==> config.mk <==
export PLATFORM = sky130hd
export DESIGN_NAME = gpmc_sync_master
export DESIGN_NICKNAME = d
export VERILOG_FILES = /design/src/rtl/gpmc_pkg.sv /design/src/rtl/gpmc_sync_master.sv
export SDC_FILE = /design/constraint.sdc
export NUM_CORES = 1
export LEC_CHECK = 0
export ABC_AREA = 1
export ABC_CLOCK_PERIOD_IN_PS = 1700
export BUFFER_PORTS_ARGS = -buffer_cell sky130_fd_sc_hd__buf_2
export CORE_MARGIN = 8
export CORE_UTILIZATION = 51
export CTS_CLUSTER_DIAMETER = 200
export DETAILED_ROUTE_END_ITERATION = 8
export GPL_TIMING_DRIVEN = 0
export PLACE_DENSITY_LB_ADDON = 0.08
export SYNTH_ARGS = -nofsm -noshare
export SYNTH_HDL_FRONTEND = slang
export SYNTH_SLANG_ARGS = --single-unit
export TNS_END_PERCENT = 100
==> constraint.sdc <==
create_clock -name CLK -period 1.7 [get_ports CLK]
set_input_delay 0.255 -clock CLK [delete_from_list [all_inputs] [get_ports CLK]]
set_output_delay 0.255 -clock CLK [all_outputs]
set_load 0.01 [all_outputs]
==> src/rtl/gpmc_pkg.sv <==
// Shared types and constants for the synchronous multiplexed GPMC master.
// Holds the FSM state enum, bus widths, default timing, and output-decode helper.
package gpmc_pkg;

    localparam int ADDR_W      = 11;
    localparam int DATA_W      = 16;
    localparam int RD_WAIT_DEF = 2;
    localparam int RECOV_DEF   = 1;

    typedef enum logic [2:0] {
        IDLE,
        ADDR,
        WRDATA,
        RDWAIT,
        RECOVER
    } gpmc_state_e;

    typedef struct packed {
        logic              wr;
        logic [ADDR_W-1:0] addr;
        logic [DATA_W-1:0] wdata;
        logic [1:0]        be;
    } gpmc_req_t;

    // All strobes are active-low; ad_oe/dir follow the pad conventions.
    typedef struct packed {
        logic              cs;
        logic              adv;
        logic              oe;
        logic              we;
        logic              be0;
        logic              be1;
        logic              ad_oe;
        logic              dir;
        logic [DATA_W-1:0] ad_out;
    } gpmc_bus_t;

    localparam gpmc_bus_t BUS_IDLE = '{
        cs: 1'b1, adv: 1'b1, oe: 1'b1, we: 1'b1,
        be0: 1'b1, be1: 1'b1, ad_oe: 1'b0, dir: 1'b0,
        ad_out: '0
    };

    // Pad levels for the cycle spent in state st while serving request r.
    function automatic gpmc_bus_t bus_drive(input gpmc_state_e st, input gpmc_req_t r);
        gpmc_bus_t b;
        b = BUS_IDLE;
        case (st)
            ADDR: begin
                b.cs     = 1'b0;
                b.adv    = 1'b0;
                b.ad_out = DATA_W'(r.addr);
                b.ad_oe  = 1'b1;
                b.be0    = ~r.be[0];
                b.be1    = ~r.be[1];
            end
            WRDATA: begin
                b.cs     = 1'b0;
                b.we     = 1'b0;
                b.ad_out = r.wdata;
                b.ad_oe  = 1'b1;
                b.be0    = ~r.be[0];
                b.be1    = ~r.be[1];
            end
            RDWAIT: begin
                b.cs  = 1'b0;
                b.oe  = 1'b0;
                b.dir = 1'b1;
                b.be0 = ~r.be[0];
                b.be1 = ~r.be[1];
            end
            default: b = BUS_IDLE;
        endcase
        return b;
    endfunction

endpackage

==> src/rtl/gpmc_sync_master.sv <==
// Synchronous address/data-multiplexed GPMC bus master: one access at a time,
// single-word reads and byte-enabled writes, fully registered pad and response outputs.
module gpmc_sync_master
    import gpmc_pkg::*;
#(
    parameter int RD_WAIT = RD_WAIT_DEF,
    parameter int RECOV   = RECOV_DEF
) (
    input  logic              CLK,
    input  logic              RST,

    input  logic              req_valid,
    output logic              req_ready,
    input  logic              req_wr,
    input  logic [ADDR_W-1:0] req_addr,
    input  logic [DATA_W-1:0] req_wdata,
    input  logic [1:0]        req_be,

    output logic              rsp_valid,
    output logic [DATA_W-1:0] rsp_rdata,

    output logic [DATA_W-1:0] GPMC_AD_OUT,
    output logic              GPMC_AD_OE,
    input  logic [DATA_W-1:0] GPMC_AD_IN,
    output logic              GPMC_CS,
    output logic              GPMC_ADV,
    output logic              GPMC_OE,
    output logic              GPMC_WE,
    output logic              GPMC_BE0,
    output logic              GPMC_BE1,
    output logic              GPMC_DIR
);

    localparam logic [3:0] RDW_LOAD = 4'(RD_WAIT - 1);
    localparam logic [3:0] REC_LOAD = (RECOV == 0) ? 4'd0 : 4'(RECOV - 1);

    gpmc_state_e state, state_nxt;
    logic [3:0]  cnt, cnt_nxt;
    gpmc_req_t   req_q, req_nxt;
    gpmc_bus_t   bus_q, bus_nxt;
    logic        rsp_nxt;
    logic        capture;
    logic        finish;

    always_comb begin
        state_nxt = state;
        cnt_nxt   = cnt;
        req_nxt   = req_q;
        rsp_nxt   = 1'b0;
        capture   = 1'b0;
        finish    = 1'b0;
        case (state)
            IDLE: begin
                if (req_valid) begin
                    req_nxt   = '{wr: req_wr, addr: req_addr, wdata: req_wdata, be: req_be};
                    state_nxt = ADDR;
                end
            end
            ADDR: begin
                if (req_q.wr) begin
                    state_nxt = WRDATA;
                end else begin
                    state_nxt = RDWAIT;
                    cnt_nxt   = RDW_LOAD;
                end
            end
            WRDATA: begin
                rsp_nxt = 1'b1;
                finish  = 1'b1;
            end
            RDWAIT: begin
                if (cnt == 4'd0) begin
                    rsp_nxt = 1'b1;
                    capture = 1'b1;
                    finish  = 1'b1;
                end else begin
                    cnt_nxt = cnt - 4'd1;
                end
            end
            RECOVER: begin
                if (cnt == 4'd0) state_nxt = IDLE;
                else             cnt_nxt   = cnt - 4'd1;
            end
            default: state_nxt = IDLE;
        endcase

        // With no recovery time the bus goes straight back to accepting requests.
        if (finish) begin
            if (RECOV == 0) begin
                state_nxt = IDLE;
                cnt_nxt   = 4'd0;
            end else begin
                state_nxt = RECOVER;
                cnt_nxt   = REC_LOAD;
            end
        end

        // Pads are decoded from the next state so they change on the same edge as the FSM.
        bus_nxt = bus_drive(state_nxt, req_nxt);
    end

    always_ff @(posedge CLK) begin
        if (RST) begin
            state     <= IDLE;
            cnt       <= 4'd0;
            req_q     <= '0;
            bus_q     <= BUS_IDLE;
            rsp_valid <= 1'b0;
            rsp_rdata <= '0;
        end else begin
            state     <= state_nxt;
            cnt       <= cnt_nxt;
            req_q     <= req_nxt;
            bus_q     <= bus_nxt;
            rsp_valid <= rsp_nxt;
            if (capture) rsp_rdata <= GPMC_AD_IN;
        end
    end

    assign req_ready   = (state == IDLE);
    assign GPMC_AD_OUT = bus_q.ad_out;
    assign GPMC_AD_OE  = bus_q.ad_oe;
    assign GPMC_CS     = bus_q.cs;
    assign GPMC_ADV    = bus_q.adv;
    assign GPMC_OE     = bus_q.oe;
    assign GPMC_WE     = bus_q.we;
    assign GPMC_BE0    = bus_q.be0;
    assign GPMC_BE1    = bus_q.be1;
    assign GPMC_DIR    = bus_q.dir;

endmodule

==> results.py, run 1 <==
metrics = {
    "run_status": {
        "status": "finished, final reports clean",
    },
    "pwr": {
        "power.leakage_uw": 0.00199,
        "power_density_nw_per_um2": 1190,
        "power_uw": 4530,
        "vdd_drop_max_uv": 665,
    },
    "yosys": {
        "synth_top_area_frac": 0.518,
        "syn_inst": 407,
        "synthesis.area_um2": 3010,
        "synthTopCellsByArea": "dfxtp_1 52%, nor2_1 9.0%, nand2_1 7.3%, inv_1 7.2%, o21ai_0 5.8%",
        "avgSynthCellArea_um2": 7.41,
        "synth.most_common_cell": "dfxtp_1",
        "yosys.area.top_type": "dfxtp_1",
        "ys_seq_area_frac": 0.518,
        "netlist_top_cells_count": "78 x dfxtp_1, 72 x nor2_1, 59 x nand2_1, 58 x inv_1, 35 x o21ai_0",
        "ys.flop_type": "dfxtp_1",
        "synth-edff-count": 0,
        "yosys_warnings": 0,
        "ys_async_sr_fraction": 0,
        "synth_cell_types": 21,
        "synth_nets": 457,
        "synth-seq-cells": 78,
    },
    "sta": {
        "setup_viol": 0,
        "worst_pin_slew_ps": 529,
        "clock-skew-final_ps": 8.59,
        "slew_violations": 0,
        "min_period_ps": 1510,
        "max-slew-margin-rel": 0.647,
        "fmax_mhz": 661,
        "tns_ps": 0,
        "fin_crit_sh": 0.889,
        "rsz0062_at_grt": "no",
        "finalHoldViolCount": 0,
    },
    "detailed_routing": {
        "wire_per_inst_um": 12.5,
        "wl_um": 7390,
        "drtIter0Drc": 136,
        "vias": 2779,
        "route.antenna.remaining_nets": 0,
        "vias_per_cell": 4.71,
        "drc": 0,
        "drtPass1Iterations": 4,
    },
    "layout": {
        "diodes": 0,
        "drive_above_1_share": 0.245,
        "areaGrowthSynthToFinish_pct": 26.1,
        "nets": 560,
        "n_fill_cell": 543,
    },
    "cts": {
        "cts-buffers-inserted": 9,
        "cts_max_path_buffers": 2,
        "worstSkewPairLatency_ps": 340,
        "cts_root_buf": "clkbuf_8",
        "hold_buffers": 0,
        "clk_pin_slew_ps": 80,
        "h-tree-depth": 3,
        "cts_tree": "yes",
        "clock_sinks": 78,
    },
    "worst_setup_path": {
        "crit_top_cell": "nor2_1",
        "required_ps": 1930,
        "worstSetupPathType": "flop to flop",
        "crit_fanout": 10,
        "endpoint_kind": "flop",
        "start_kind": "flop",
        "cp_top_family": "simple AND/OR/NAND/NOR gates",
        "path_buf_inv": 3,
        "crit_slowest_cell": "dfxtp_1",
        "reg2reg_slack_ps": 190,
        "critical-path-max-stage-delay_ps": 320,
        "crit_path_cell_trace": "inv_1, ha_2, nand2_2, nor2_4, inv_2, buf_4, nor2_1, nor2_1",
        "arrival_ps": 1740,
    },
    "die": {
        "ios": 91,
        "core_um2": 5820,
        "start_util": 0.518,
        "die_w_um": 92.9,
        "die_y_um": 92.9,
        "dieArea_um2": 8630,
        "rows": 28,
    },
    "global_route": {
        "antenna_found_initial": 1,
        "grt_pass1_vias": 2733,
        "grtUsageTotal": 0.178,
        "grt_pass1_wl_um": 12300,
        "grt-ovfl-total": 0,
        "grt_start_max_net_pins": 13,
    },
    "placed_design": {
        "dp_hpwl_um": 5460,
        "globalplace.congestion": 0.788,
        "io_buffers": 90,
    },
    "flow_run": {
        "maxCapViolations": 0,
    },
    "worst_hold_path": {
        "hold_path_class": "input pin to flop",
    },
}
==> worst paths after layout <==
kind,depth (start not counted),start,endpoint
worst max-delay path,8,cnt[0]$_SDFFE_PP0P_,rsp_rdata[0]$_SDFFE_PP0P_
worst min-delay path,3,GPMC_AD_IN[15],rsp_rdata[15]$_SDFFE_PP0P_
worst max register to register,8,cnt[0]$_SDFFE_PP0P_,rsp_rdata[0]$_SDFFE_PP0P_
worst min register to register,2,req_q[27]$_SDFF_PP0_,req_q[27]$_SDFF_PP0_
==> cells in the final DEF (no fill, tap or decap) <==
cell type	n
inv_1	58
nand3_2	1
bufinv_16	2
nand2_2	2
clkbuf_8	10
buf_4	7
dfxtp_1	78
nor2_4	1
inv_2	3
nand2_1	58
nor2_1	72
clkbuf_2	1
buf_1	3
buf_6	4
nand3_1	31
xnor2_1	1
buf_2	91
o21ai_0	35
ha_2	1
nor2_2	1
clkinv_2	2
a21oi_1	28
nor3_1	17
clkbuf_1	7
nand4_1	1
==> timing repair <==
item | 4_1_cts | 5_1_grt
setup buffers | 0 | 2
endpoints found under the hold margin | 0 | 0
gates resized for setup | 0 | 5
setup endpoints to repair | 0 | 14
==> where the power goes <==
| group | switching, uW | internal, uW | total, uW | leakage (uW) |
|---|---|---|---|---|
| clock | 635 | 864 | 1500 | 0.000110 |
| combinational | 606 | 354 | 960 | 0.00124 |
| sequential | 62.2 | 2010 | 2070 | 0.000638 |
==> final cells by class <==
cell class | instances | area [um2] | area share
buffer | 19 | 123 | 0.0323
clock buffer | 12 | 145 | 0.0382
clock inverter | 4 | 70.1 | 0.0184
inverter | 61 | 229 | 0.0602
multi-input combinational | 249 | 1110 | 0.293
sequential | 78 | 1560 | 0.411
tap | 75 | 93.8 | 0.0247
timing repair buffer | 92 | 465 | 0.122
==> worst register-to-register path, stage by stage, from the launching register on <==
cell and delay [ps]:
dfxtp_1 320, inv_1 100, ha_2 210, nand2_2 120, nor2_4 230, inv_2 100
buf_4 180, nor2_1 90, nor2_1 50
==> layer usage <==
metal	track usage	vias up	wire, um
met3	0.0761	10	727
met2	0.273	76	3290
met5	0	-	9
met1	0.207	1215	3250
li1	-	1476	-
met4	0.0886	2	114
==> kinds of logic (layout without fill, tap and decap cells) <==
kind of cell               count (synthesis)  count (layout)  synth area share
adders and majority gates                  1               1           0.00415
AOI/OAI and AO/OA                         63              63             0.105
buffers and inverters                     80             188             0.116
DFF                                       78              78             0.518
xor gates and xnor gates                   1               1           0.00291
and+or+nand+nor                          184             184             0.254
==> state kept, by name, summed over array words and instances, names as in the netlist, 3 cells and up <==
| register | cells |
|---|---|
| GPMC_AD_OUT | 16 |
| cnt | 4 |
| req_q | 30 |
| rsp_rdata | 16 |
| state | 3 |
==> per-stage QoR <==
stage / setup WS, ps / instances / util / hold WS, ps / instance area [um2]
after detailed placement: 106 / 572 / 0.612 / 444 / 3560
after global placement: 143 / 572 / 0.612 / 438 / 3560
final: 188 / 590 / 0.654 / 135 / 3800
after global routing: 13.1 / 590 / 0.654 / 138 / 3800
after floorplan: 378 / 407 / - / 390 / 3010
after CTS: 92.4 / 588 / 0.649 / 121 / 3770
(Power assumes the default switching activity.)
==> run 2, diff against run 1 <==
PLACE_DENSITY = 0.79   (was default)
PLACE_DENSITY_LB_ADDON = default   (was 0.08)
==> results.py, run 2 (synthesis results as in run 1) <==
metrics = {
    "sta": {
        "slew_violations": 0,
        "tns_ps": 0,
        "worst_pin_slew_ps": 482,
        "max-slew-margin-rel": 0.679,
        "finalHoldViolCount": 0,
        "fmax_mhz": 658,
        "fin_crit_sh": 0.894,
        "setup_viol": 0,
        "rsz0062_at_grt": "no",
        "clock-skew-final_ps": 8.49,
        "min_period_ps": 1520,
    },
    "cts": {
        "cts-buffers-inserted": 9,
        "cts_max_path_buffers": 2,
        "cts_tree": "yes",
        "cts_root_buf": "clkbuf_8",
        "clk_pin_slew_ps": 80,
        "h-tree-depth": 3,
        "hold_buffers": 0,
        "worstSkewPairLatency_ps": 340,
        "clock_sinks": 78,
    },
    "pwr": {
        "power_density_nw_per_um2": 1150,
        "vdd_drop_max_uv": 732,
        "p_seq_frac": 0.481,
        "power.leakage_uw": 0.00197,
        "switching_share": 0.298,
        "power_frac_comb": 0.222,
        "p_sw_uw": 1280,
        "clock_power_share": 0.298,
        "p_int_uw": 3030,
    },
    "layout": {
        "n_fill_cell": 540,
        "largest_reg_flops": 30,
        "final_common_cell": "buf_2",
        "final_cell_mix": "92 x buf_2, 78 x dfxtp_1, 72 x nor2_1",
        "fin_area_um2": 3750,
        "regMostFlops": "req_q",
        "nets": 559,
        "diodes": 0,
        "seq_area_um2": 1560,
        "areaGrowthSynthToFinish_pct": 24.4,
        "multi_input_area_um2": 1110,
        "drive_above_1_share": 0.238,
    },
    "detailed_routing": {
        "vias_per_cell": 4.72,
        "drtIter0Drc": 144,
        "route.antenna.remaining_nets": 0,
        "wl_um": 7310,
        "wire_per_inst_um": 12.4,
        "drc": 0,
        "drtPass1Iterations": 4,
        "vias": 2777,
    },
    "placed_design": {
        "globalplace.congestion": 0.842,
        "dp_hpwl_um": 5610,
        "dpl-instance-area_um2": 3560,
        "io_buffers": 90,
    },
    "global_route": {
        "use_met1": 0.199,
        "grtUsageTotal": 0.171,
        "grt_pass1_vias": 2668,
        "top_usage_layer": "met2",
        "grt-ovfl-total": 0,
        "use_met2": 0.264,
        "grt_start_max_net_pins": 13,
        "antenna_found_initial": 0,
        "grt_pass1_wl_um": 11900,
        "grt.met3_usage": 0.0801,
    },
    "worst_hold_path": {
        "hold_path_class": "input pin to flop",
        "hp-start": "GPMC_AD_IN[10]",
    },
    "worst_setup_path": {
        "start_kind": "flop",
        "worstSetupPathType": "flop to flop",
        "crit_top_cell": "nor2_1",
        "arrival_ps": 1740,
        "crit_path_cell_trace": "inv_1, ha_1, nand2_2, nor2_4, inv_2, buf_2, nor2_1, nor2_1",
        "endpoint_kind": "flop",
        "crit_slowest_cell": "dfxtp_1",
        "worstSetupStartpoint": "cnt[0]$_SDFFE_PP0P_",
        "critical-path-max-stage-delay_ps": 310,
        "crit_fanout": 10,
        "reg2reg_from": "cnt[0]$_SDFFE_PP0P_",
        "required_ps": 1920,
    },
    "die": {
        "die_y_um": 92.9,
        "core_um2": 5820,
        "dieArea_um2": 8630,
        "ios": 91,
        "rows": 28,
        "start_util": 0.518,
        "die_w_um": 92.9,
    },
    "flow_run": {
        "maxCapViolations": 0,
    },
    "run_status": {
        "status": "finished, final reports clean",
    },
}
[run 2: worst paths after layout]
kind	endpoint	slack, ps	depth (start not counted)
setup / recovery	rsp_rdata[7]$_SDFFE_PP0P_	180	8
hold reg to reg	req_q[23]$_SDFF_PP0_	460	2
hold / removal	rsp_rdata[10]$_SDFFE_PP0P_	140	3
setup reg to reg	rsp_rdata[7]$_SDFFE_PP0P_	180	8
[run 2: through the flow]
step,total power [uW],setup WS [ps],cells,hold WS [ps],utilization
after floorplan,2770,378,407,390,-
after global placement,3030,175,572,437,0.612
after detailed placement,3060,105,572,444,0.612
after CTS,4350,93.2,587,128,0.643
after global routing,4570,51.8,588,124,0.645
final,4310,180,588,139,0.645
[run 2: layout make-up]
type | instances | area share
Tap cell | 75 | 0.0250
Timing Repair Buffer | 91 | 0.122
Clock buffer | 11 | 0.0350
Buffer | 19 | 0.0320
Sequential cell | 78 | 0.417
Multi-Input combinational cell | 249 | 0.295
Inverter | 61 | 0.0611
Clock inverter | 4 | 0.0130
[run 2: timing repair]
action / 4_1_cts / 5_1_grt
resized for setup: 0 / 1
setup buffers: 0 / 1
endpoints found under the setup margin: 0 / 2
[run 2: routing by layer]
metal / vias to the layer above / routed length (um)
met5: - / 0
met4: 0 / 81
met3: 6 / 742
met2: 86 / 3350
met1: 1213 / 3140
li1: 1472 / -
[run 2: power groups by stage]
stage | sequential, uW | combinational (uW) | clock (uW)
floorplan | 2130 | 642 | 0
global placement | 2110 | 918 | 0
detailed placement | 2110 | 948 | 0
CTS | 2070 | 953 | 1320
global route | 2090 | 1090 | 1390
finish | 2070 | 956 | 1280
[run 2: worst max-delay path: cells and delay by family, from the launching register on]
family                     cells  cell delay [ps]
adders and majority gates      1              220
buffers and inverters          3              370
DFF                            1              310
and+or+nand+nor                4              510
==> run 3, diff against run 2 <==
ABC_AREA = default   (was 1)
CELL_PAD_IN_SITES_DETAIL_PLACEMENT = 1   (was default)
CELL_PAD_IN_SITES_GLOBAL_PLACEMENT = 2   (was default)
CORE_UTILIZATION = 27   (was 51)
PLACE_DENSITY = 0.77   (was 0.79)
SETUP_SLACK_MARGIN = 0.3   (was default)
==> results.py, run 3 <==
metrics = {
    "layout": {
        "regMostFlops": "req_q",
        "fin_cells": 512,
        "largest_reg_flops": 19,
        "final_cell_mix": "92 x buf_2, 63 x dfxtp_1, 29 x nand2_1",
        "areaGrowthSynthToFinish_pct": 73.2,
        "diodes": 0,
        "drive_above_1_share": 0.621,
        "nets": 449,
        "fin_util": 0.481,
        "final_common_cell": "buf_2",
    },
    "run_status": {
        "status": "finished, final reports clean",
    },
    "placed_design": {
        "dp_hpwl_um": 5470,
        "globalplace.congestion": 0.728,
        "place_inst": 462,
        "io_buffers": 90,
    },
    "worst_setup_path": {
        "reg2reg_from": "cnt[0]$_SDFFE_PP0P_",
        "required_ps": 1970,
        "worstSetupPathType": "flop to flop",
        "crit_fanout": 8,
        "start_kind": "flop",
        "endpoint_kind": "flop",
        "crit_path_cell_trace": "inv_2, ha_4, or3b_4, a32o_2, or2_0, a21oi_1",
        "crit_slowest_cell": "or3b_4",
        "critical-path-max-stage-delay_ps": 380,
        "worstSetupStartpoint": "cnt[0]$_SDFFE_PP0P_",
        "arrival_ps": 1880,
    },
    "yosys": {
        "avgSynthCellArea_um2": 9.17,
        "netlist_top_cells_count": "67 x dfxtp_1, 64 x nand2_1, 21 x a21oi_1, 21 x nor2_1",
        "synth-edff-count": 0,
        "ys_seq_area_frac": 0.554,
        "yosys_warnings": 0,
        "synth-seq-cells": 67,
        "ys_async_sr_fraction": 0,
        "synth_nets": 314,
        "synthTopCellsByArea": "dfxtp_1 55%, nand2_1 9.9%, mux2i_1 4.5%, a21oi_1 4.3%, nor2_1 3.3%",
        "syn_inst": 264,
        "synth.most_common_cell": "dfxtp_1",
        "ys.flop_type": "dfxtp_1",
        "synth_top_area_frac": 0.554,
        "synthesis.area_um2": 2420,
        "synth_cell_types": 38,
        "yosys.area.top_type": "dfxtp_1",
    },
    "detailed_routing": {
        "drtPass1Iterations": 4,
        "wire_per_inst_um": 17.0,
        "route.antenna.remaining_nets": 0,
        "drc": 0,
        "drtIter0Drc": 39,
        "vias": 2360,
        "wl_um": 8710,
        "vias_per_cell": 4.61,
    },
    "pwr": {
        "power_density_nw_per_um2": 978,
        "power_frac_comb": 0.246,
        "p_seq_frac": 0.421,
        "vdd_drop_max_uv": 384,
        "switching_share": 0.288,
        "p_int_uw": 2920,
        "power.leakage_uw": 0.00182,
        "p_sw_uw": 1180,
        "clock_power_share": 0.333,
    },
    "cts": {
        "worstSkewPairLatency_ps": 350,
        "clock_sinks": 67,
        "cts_max_path_buffers": 2,
        "cts_root_buf": "clkbuf_8",
        "cts-buffers-inserted": 9,
        "cts_tree": "yes",
        "h-tree-depth": 3,
        "clk_pin_slew_ps": 70,
    },
    "global_route": {
        "grt_pass1_vias": 2546,
        "grt_pass1_wl_um": 12800,
        "grt_start_max_net_pins": 13,
        "grt-ovfl-total": 0,
        "antenna_found_initial": 1,
        "grtUsageTotal": 0.130,
    },
    "die": {
        "die_w_um": 111,
        "core_um2": 8720,
        "start_util": 0.278,
        "rows": 34,
        "die_y_um": 111,
        "ios": 91,
        "dieArea_um2": 12300,
    },
    "worst_hold_path": {
        "hold_path_class": "input pin to flop",
        "hp-start": "GPMC_AD_IN[14]",
    },
    "sta": {
        "fmax_mhz": 623,
        "setup_viol": 0,
        "worst_pin_slew_ps": 726,
        "fin_crit_sh": 0.944,
        "max-slew-margin-rel": 0.516,
        "tns_ps": 0,
        "clock-skew-final_ps": 9.27,
        "finalHoldViolCount": 0,
        "slew_violations": 0,
        "fin_hold_ws_ps": 160,
        "min_period_ps": 1600,
        "rsz0062_at_grt": "yes",
    },
    "flow_run": {
        "maxCapViolations": 0,
    },
}
## run 3: path summary, 6_finish.rpt
kind	endpoint	slack (ps)	cells after the start
min reg2reg	GPMC_BE1$_SDFF_PP1_	450	1
max	cnt[1]$_SDFFE_PP0P_	100	6
max reg2reg	cnt[1]$_SDFFE_PP0P_	100	6
min	rsp_rdata[14]$_SDFFE_PP0P_	160	3
## run 3: routing by layer
| metal | share of wire | track usage | up-vias | wire [um] |
|---|---|---|---|---|
| met4 | 0.015 | 0.0514 | 2 | 131 |
| met2 | 0.53 | 0.231 | 51 | 4620 |
| met3 | 0.040 | 0.0417 | 13 | 344 |
| met5 | 0.0011 | 0 | - | 10 |
| met1 | 0.41 | 0.139 | 1132 | 3600 |
| li1 | - | - | 1162 | - |
## run 3: per-stage QoR
stage	total power, uW	cell area, um2	worst slack, ps
5_1_grt	4290	4190	32.7
3_3_place_gp	2280	3040	-144
4_1_cts	3890	3610	92.2
6_report	4100	4190	95.3
3_5_place_dp	2300	3040	-162
2_1_floorplan	2090	2450	153
## run 3: final cells by class
type	count	area [um2]
Clock inverter	6	63.8
Clock buffer	10	138
Inverter	3	11.3
Fill cell	986	4530
Buffer	18	176
Timing Repair Buffer	124	822
Tap cell	108	135
Sequential cell	67	1350
Multi-Input combinational cell	176	1500
## run 3: worst max-delay path, delay by kind of cell (launching register included)
| family | cells | cell delay (ps) |
|---|---|---|
| AO/OA/AOI/OAI | 2 | 410 |
| adder cells (fa/ha/maj) | 1 | 140 |
| buffers and inverters | 1 | 60 |
| flip-flops | 1 | 330 |
| AND/OR/NAND/NOR | 2 | 600 |
## run 3: logic make-up (layout without fill, tap and decap cells)
family	Yosys count	after routing	share of synthesized area
XOR/XNOR	1	1	0.00362
buffers and inverters	21	161	0.0444
flip-flops	67	67	0.554
AND/OR/NAND/NOR	117	117	0.226
multiplexers	11	11	0.0455
AO/OA/AOI/OAI	46	46	0.121
adder cells (fa/ha/maj)	1	1	0.00517
## run 3: timing repair
action,4_1_cts,5_1_grt
pin swaps,29,54
setup buffers,18,10
endpoints found under the setup margin,61,65
hold buffers,0,0
cloned,2,4
resized for setup,53,105
## run 3: power by group through the flow
stage | clock (uW) | sequential, uW | combinational (uW)
2_1_floorplan | 0 | 1750 | 339
3_3_place_gp | 0 | 1740 | 541
3_5_place_dp | 0 | 1740 | 555
4_1_cts | 1400 | 1710 | 777
5_1_grt | 1470 | 1740 | 1080
6_report | 1370 | 1730 | 1010
